<file path="src/rtl/fifo_rd_stream.sv">
// Read-side master for the synchronous FIFO: drains rden/dout/valid into a small
// local buffer and presents it as a valid/ready stream framed into PKT_LEN-word packets.
module fifo_rd_stream #(
  parameter int FIFO_DWTH = 8,
  parameter int RD_LAT    = 1,
  parameter int BUF_AW    = 2,
  parameter int PKT_LEN   = 16
) (
  input  logic                 clk,
  input  logic                 rst_n,
  input  logic                 enable,
  input  logic                 fifo_empty,
  output logic                 fifo_rden,
  input  logic [FIFO_DWTH-1:0] fifo_dout,
  input  logic                 fifo_valid,
  output logic [FIFO_DWTH-1:0] m_data,
  output logic                 m_valid,
  input  logic                 m_ready,
  output logic                 m_last,
  output logic                 idle,
  output logic                 err
);

  // state | meaning
  // IDLE  | not fetching; nothing in flight
  // RUN   | issuing reads whenever a buffer slot is guaranteed
  // DRAIN | enable dropped; no new reads, finishing in-flight and buffered words
  typedef enum logic [1:0] {IDLE, RUN, DRAIN} state_t;

  localparam int              DEPTH    = 2 ** BUF_AW;
  localparam int              CW       = BUF_AW + 2;
  localparam logic [CW-1:0]   DEPTH_C  = CW'(DEPTH);
  localparam logic [BUF_AW:0] DEPTH_O  = (BUF_AW + 1)'(DEPTH);
  localparam logic [15:0]     LAST_CNT = 16'(PKT_LEN - 1);

  state_t               state;
  logic [RD_LAT-1:0]    inflight;
  logic [CW-1:0]        inflight_cnt;
  logic [BUF_AW:0]      occ;
  logic [BUF_AW-1:0]    wptr;
  logic [BUF_AW-1:0]    rptr;
  logic [FIFO_DWTH-1:0] mem [DEPTH];
  logic [15:0]          pkt_cnt;
  logic                 space_ok;
  logic                 buf_full;
  logic                 push;
  logic                 pop;

  always_comb begin
    inflight_cnt = '0;
    for (int i = 0; i < RD_LAT; i++)
      inflight_cnt = inflight_cnt + CW'(inflight[i]);
  end

  // Reserve a slot for every read already issued so back-pressure can never drop a word
  assign space_ok  = ({1'b0, occ} + inflight_cnt) < DEPTH_C;
  assign fifo_rden = (state == RUN) & enable & ~fifo_empty & space_ok;
  assign buf_full  = (occ == DEPTH_O);
  assign push      = fifo_valid & ~buf_full;
  assign m_valid   = (occ != '0);
  assign pop       = m_valid & m_ready;
  assign m_data    = mem[rptr];
  assign m_last    = m_valid & (pkt_cnt == LAST_CNT);

  always_ff @(posedge clk or negedge rst_n) begin
    if (!rst_n) begin
      state <= IDLE;
      idle  <= 1'b1;
    end else begin
      case (state)
        IDLE: if (enable) begin
          state <= RUN;
          idle  <= 1'b0;
        end
        RUN: if (!enable) state <= DRAIN;
        DRAIN: begin
          if (enable) begin
            state <= RUN;
          end else if (inflight_cnt == '0 && occ == '0) begin
            state <= IDLE;
            idle  <= 1'b1;
          end
        end
        default: begin
          state <= IDLE;
          idle  <= 1'b1;
        end
      endcase
    end
  end

  always_ff @(posedge clk or negedge rst_n) begin
    if (!rst_n) begin
      inflight <= '0;
      occ      <= '0;
      wptr     <= '0;
      rptr     <= '0;
      pkt_cnt  <= '0;
      err      <= 1'b0;
    end else begin
      inflight[0] <= fifo_rden;
      for (int i = 1; i < RD_LAT; i++)
        inflight[i] <= inflight[i-1];
      if (push) wptr <= wptr + 1'b1;
      if (pop)  rptr <= rptr + 1'b1;
      case ({push, pop})
        2'b10:   occ <= occ + 1'b1;
        2'b01:   occ <= occ - 1'b1;
        default: occ <= occ;
      endcase
      if (pop) pkt_cnt <= m_last ? 16'd0 : pkt_cnt + 16'd1;
      if (fifo_valid && (inflight_cnt == '0 || buf_full)) err <= 1'b1;
    end
  end

  // Buffer storage carries no reset; m_data is don't-care while empty
  always_ff @(posedge clk) begin
    if (push) mem[wptr] <= fifo_dout;
  end

endmodule

</file>
<file path="config.mk">
export PLATFORM = sky130hd
export DESIGN_NAME = fifo_rd_stream
export DESIGN_NICKNAME = d
export VERILOG_FILES = /design/src/rtl/fifo_rd_stream.sv
export SDC_FILE = /design/constraint.sdc
export NUM_CORES = 1
export LEC_CHECK = 0
export CORE_MARGIN = 3
export CORE_UTILIZATION = 42
export CTS_CLUSTER_SIZE = 16
export DETAILED_ROUTE_END_ITERATION = 10
export GPL_ROUTABILITY_DRIVEN = 0
export PLACE_DENSITY = 0.71
export SYNTH_ARGS = -nofsm -noshare
export SYNTH_HDL_FRONTEND = slang
export SYNTH_SLANG_ARGS = --single-unit
</file>
<file path="constraint.sdc">
create_clock -name clk -period 3.3 [get_ports clk]
set_input_delay 0.66 -clock clk [delete_from_list [all_inputs] [get_ports clk]]
set_output_delay 0.66 -clock clk [all_outputs]
set_load 0.02 [all_outputs]
</file>
* After elaboration in Yosys (flattened, before gate mapping)
Memories as Yosys holds them, arrays and structs flattened.
Cells that the tools add are included.
** Cells by class
- Add/subtract/negate cells :: 6
- Magnitude comparators :: 1
- Equal/unequal tests :: 11
- Multiplexer cells :: 13
- Bitwise operators :: 9
- Reductions and logical operators :: 10
** Operator list (count)
- adder 16 x 1 -> 16 bit, second input constant :: 1
- equality test 16 x 4 -> 1 bit, second input constant :: 1
- 2-to-1 mux 16 bit :: 1
- 2-to-1 mux 2 bit :: 4
- inequality test 2 bit, second input constant :: 4
- AND 1 bit :: 6
- case mux 2 bit (3 select lines) :: 1
- case mux 3 bit (2 select lines) :: 1
- 2-to-1 mux 1 bit :: 5
- adder 2 x 1 -> 2 bit, second input constant :: 2
- adder 3 x 1 -> 4 bit :: 1
- equality test 2 x 1 -> 1 bit, second input constant :: 2
- equality test 2 bit, second input constant :: 2
- logical NOT 4 bit :: 1
- less-than comparator 4 x 3 -> 1 bit, second input constant :: 1
- AND reduction 4 bit :: 1
- adder 3 x 1 -> 3 bit, second input constant :: 1
- equality test 3 bit, second input constant :: 1
- logical NOT 3 bit :: 1
- inequality test 3 bit, second input constant :: 1
- inverter 1 bit :: 3
- case mux 1 bit (3 select lines) :: 1
- AND reduction 3 bit :: 1
- nonzero test 3 bit :: 1
- other kinds (5) :: 6
** Storage, ports and cells
- Register bits :: 28
- Memory bits (writable) :: 32
- Input bits :: 14
- Output and inout bits :: 13
- Word-level logic and storage cells :: 59
- Memories kept :: 1
** Memories
- mem :: words 4, bits a word 8, read ports 1, clocked after memory_dff 0, write ports 1, RTL line 42 : logic [FIFO_DWTH-1:0] mem [DEPTH];

* Longest topological paths before layout
- Word-level depth :: 5
- Gate-level depth with buffers :: 9

* Least setup slack after synthesis
Ideal clock, no wire load.
- Kind :: register to register
- Start :: reg occ[1]
- End :: reg occ[2]
- Arrival time :: 2.057 ns
- Required time :: 3.175 ns
- Setup slack :: 1.118 ns
- Stages on the path, launching flop included :: 10
- Buffers on the path :: 1
- Period minus slack after synthesis :: 2.182 ns
- Cell sequence :: dfrtp_1 -> or3_4 -> nand2_4 -> inv_4 -> buf_8 -> ha_1 -> fa_1 -> xnor2_1 -> nor2_1 -> xor2_1
** RTL lines
- from (decl) :: RTL line 39 : logic [BUF_AW:0] occ;
- from (signal assigned) :: RTL line 107 : 2'b10: occ <= occ + 1'b1;
- from (signal assigned) :: RTL line 108 : 2'b01: occ <= occ - 1'b1;
- nonzero test 3 bit (*) :: RTL line 60 : assign m_valid = (occ != '0);
- via m_valid :: RTL line 17 : output logic m_valid,
- AND 1 bit (*) :: RTL line 61 : assign pop = m_valid & m_ready;
- via pop :: RTL line 47 : logic pop;
- equality test 2 x 1 -> 1 bit or equality test 2 bit (tied branches) :: RTL line 106 : case ({push, pop})
- case mux 3 bit (2 select lines) or nonzero test 2 bit (tied branches)
The timed path passes the listed nets; every way through them passes the cells marked *.
A chain may end at the register's enable or synchronous reset.

* Worst setup path in the final report
- Start :: in enable
- End :: out fifo_rden
** On the way
- Cells in the longest elaborated chain, start to end :: 3
** RTL lines
- from (decl) :: RTL line 11 : input logic enable,
- AND 1 bit (3 in series) :: RTL line 57 : assign fifo_rden = (state == RUN) & enable & ~fifo_empty & space_ok;
- to (decl) :: RTL line 13 : output logic fifo_rden,
Every way passes these cells.

==> metrics.json <==
{
  "status": {
    "result_of_the_run": "finished clean"
  },
  "sta": {
    "fmax_ghz": 0.3446,
    "maxSlewHeadroom_pct": 61.67,
    "min_period_ns": 2.902,
    "postLayoutSetupSlackWorst_ns": 0.3983,
    "grt_setup_unrepaired": "no",
    "timing.final.crit_share_pct": 87.93,
    "fin_tns_setup_ns": 0,
    "report.final.hold_viol_count": 0,
    "worst_slew_pin_slew_ns": 0.5749,
    "finalSetupViolations": 0,
    "final.setup_skew_ns": 0.006266,
    "drv_slew": 0
  },
  "critical_path": {
    "worst_r2r_endpoint": "occ[2]$_DFFE_PN0P_",
    "worst_ep_arrival_time_ns": 2.24,
    "max_stage_delay_ns": 0.67,
    "cp_max_fo": 5,
    "critical-path-top-cell-by-count": "clkdlybuf4s50_1",
    "critPathCaptureType": "output pin",
    "setup.worst_path.class": "in2out",
    "timing.critical_path.cells": "clkdlybuf4s50_1 > nand3_1 > a311oi_1 > clkdlybuf4s50_1",
    "cp-start-kind": "input pin",
    "r2r_start": "occ[1]$_DFFE_PN0P_",
    "crit_path_top_delay_cell": "clkdlybuf4s50_1",
    "timing.reg2reg.setup_slack_ns": 1.12,
    "crit_required_ns": 2.64,
    "reg2reg_depth": 8
  },
  "cells_and_area": {
    "seqCellArea_um2": 1663,
    "antenna_cells_inserted": 0,
    "final_nets": 230,
    "num-fill-cells": 507,
    "drive_gt1_share_pct": 16.82,
    "final_cell_count_no_fill": 289,
    "multiInputGateArea_um2": 895.9,
    "syn_to_final_growth_pct": 19.91
  },
  "clock_network": {
    "clockBufferDepth": 2,
    "worstSkewPairLatency_ns": 0.32,
    "tritoncts.num_buffers": 9,
    "tritoncts_num_sinks": 60,
    "cts_tree": "built",
    "ctsResizeCount": 0,
    "cts_htree_levels": 3,
    "cts_hold_buf": 0,
    "cts.root.buffer_cell": "clkbuf_8",
    "postCtsSetupRepairBufs": 0,
    "path_clk_slew_ns": 0.06
  },
  "drt": {
    "drcViolationCount": 0,
    "wl_um": 4254,
    "number_of_iterations_in_the_first_detailed_routing_pass": 4,
    "first_iter_violations": 43,
    "avgViaCountPerCell": 5.035,
    "wl_per_cell_um": 14.72,
    "dr_total_vias": 1455,
    "drtAntennaViolNets": 0
  },
  "logic_synthesis": {
    "synth_largest_area_cell": "edfxtp_1",
    "syn-instance-count": 174,
    "synth_cell_type_count": 40,
    "synth_top_area_share_pct": 36.85,
    "syn_area_um2": 2608,
    "synth_ff_type": "edfxtp_1",
    "synth.ff_latch_count": 60,
    "ys_seq_area_share_pct": 63.77,
    "syn_avg_cell_area_um2": 14.99,
    "synthesized_netlist_net_count": 195,
    "synth_top_cells_by_area": "edfxtp_1 37%, dfrtp_1 26%, mux4_2 6.9%, xnor2_1 3.4%, ha_1 2.9%",
    "yosysWarningCount": 0,
    "synth-edff-count": 32,
    "async_reset_ff_share_pct": 46.67
  },
  "global_route": {
    "antenna_violations_before_repair": 0,
    "wire_length_of_the_first_global_routing_pass_um": 7251,
    "largest_net_degree_at_the_start_of_global_routing": 29,
    "global_route_total_overflow": 0,
    "grt_pass1_vias": 1445,
    "grt_usage_pct": 13.40
  },
  "floorplan": {
    "die_area_um2": 7189,
    "die_x_um": 84.79,
    "coreArea_um2": 5956,
    "die_h_um": 84.79,
    "floorplan.initialDensity_pct": 43.78,
    "boundaryPins": 27,
    "rows": 28
  },
  "min_path": {
    "min_path_cells": 1,
    "worst_case_hold_path_end_point": "err$_DFFE_PN0P_",
    "worst_hold_startpoint": "err$_DFFE_PN0P_",
    "holdCritPathClass": "reg2reg"
  },
  "power": {
    "power_density_nw_per_um2": 793.2,
    "vdd_drop_max_uv": 402.7,
    "leakage_nw": 1.218
  },
  "flow_run": {
    "total_of_max_cap_violations": 0
  },
  "place": {
    "place_hpwl_um": 2892,
    "portBuffers": 26,
    "post-place-ws_ns": 0.3874,
    "placed_cells": 273
  }
}
==> placed cells by master, fill, tap and decap left out, types with 2 or more instances in the layout <==
master and count:
edfxtp_1 32, dfrtp_1 27, clkdlybuf4s50_1 26, nand2_1 12
nor2_1 11, xnor2_1 10, clkbuf_8 9, mux4_2 8
xor2_1 8, nand3_1 6, ha_1 6, nor4_1 5
inv_1 5, and3_1 5, a21oi_1 4, clkinv_1 4
nor3_1 3, nand4_1 3, and3_2 2, nand4_4 2
o21ai_0 2, mux2_2 2
==> cell usage after synthesis (all sizes together) (5+ instances only) <==
library cell	n
and3	7
dfrtp	27
edfxtp	32
ha	6
inv	6
mux4	8
nand2	13
nand3	7
nand4	5
nor2	12
nor4	6
xnor2	10
xor2	8
==> report_power, final <==
group / switching (mW) / internal [mW]
clock network: 0.271 / 0.337
registers: 0.169 / 0.967
logic: 0.349 / 0.388
==> layer usage <==
| metal | routed length, µm | GRT usage (%) |
|---|---|---|
| met1 | 2021 | 18.54 |
| met5 | 0 | 0 |
| met4 | 109 | 7.338 |
| met3 | 120 | 3.631 |
| met2 | 2002 | 19.22 |
==> per-stage QoR <==
step | hold slack [ns] | total power, mW | instance area [µm²] | utilization, %
floorplan | 0.3644 | 1.631 | 2608 | -
global placement | 0.4454 | 1.879 | 2945 | 49.45
detailed placement | 0.4473 | 1.901 | 2945 | 49.45
CTS | 0.4659 | 2.509 | 3127 | 52.50
global route | 0.5027 | 2.638 | 3127 | 52.50
finish | 0.4673 | 2.480 | 3127 | 52.50
==> area by class of cell <==
cell class                 count  area share (%)
clock buffer                   9           3.962
timing repair buffer          27           8.563
sequential                    60           53.18
inverter                       6          0.8003
clock inverter                 7           1.841
multi-input combinational    105           28.65
tap                           75           3.001
==> sequential cells by signal (all words and copies together) (netlist names) <==
register / flops
occ: 3
wptr: 2
idle: 1
rptr: 2
inflight: 1
state: 2
mem: 32
pkt_cnt: 16
err: 1
==> logic make-up (layout without fill, tap and decap cells) <==
| kind of cell | Yosys count | count (layout) | synth area share (%) |
|---|---|---|---|
| xor+xnor | 18 | 18 | 6.046 |
| buf+inv | 9 | 49 | 1.871 |
| mux | 11 | 11 | 8.157 |
| fa+ha+maj | 7 | 7 | 3.647 |
| simple gates | 59 | 59 | 14.16 |
| flops | 60 | 60 | 63.77 |
| compound gates | 10 | 10 | 2.352 |
==> worst max-delay path by stage <==
stage	startpoint	to	slack [ns]	cells past startpoint
finish	enable	fifo_rden	0.40	4
global route	enable	fifo_rden	0.31	4
CTS	enable	fifo_rden	0.39	4
detailed placement	enable	fifo_rden	0.39	4
global placement	enable	fifo_rden	0.45	4
floorplan	occ[1]$_DFFE_PN0P_	occ[2]$_DFFE_PN0P_	1.12	9
==> worst max-delay path: cells and delay by family <==
kind	cells	cell delay [ns]
AOI/OAI and AO/OA	1	0.28
buffers and inverters	2	1.21
and+or+nand+nor	1	0.09
No activity file was read; power rests on OpenSTA's default activity.
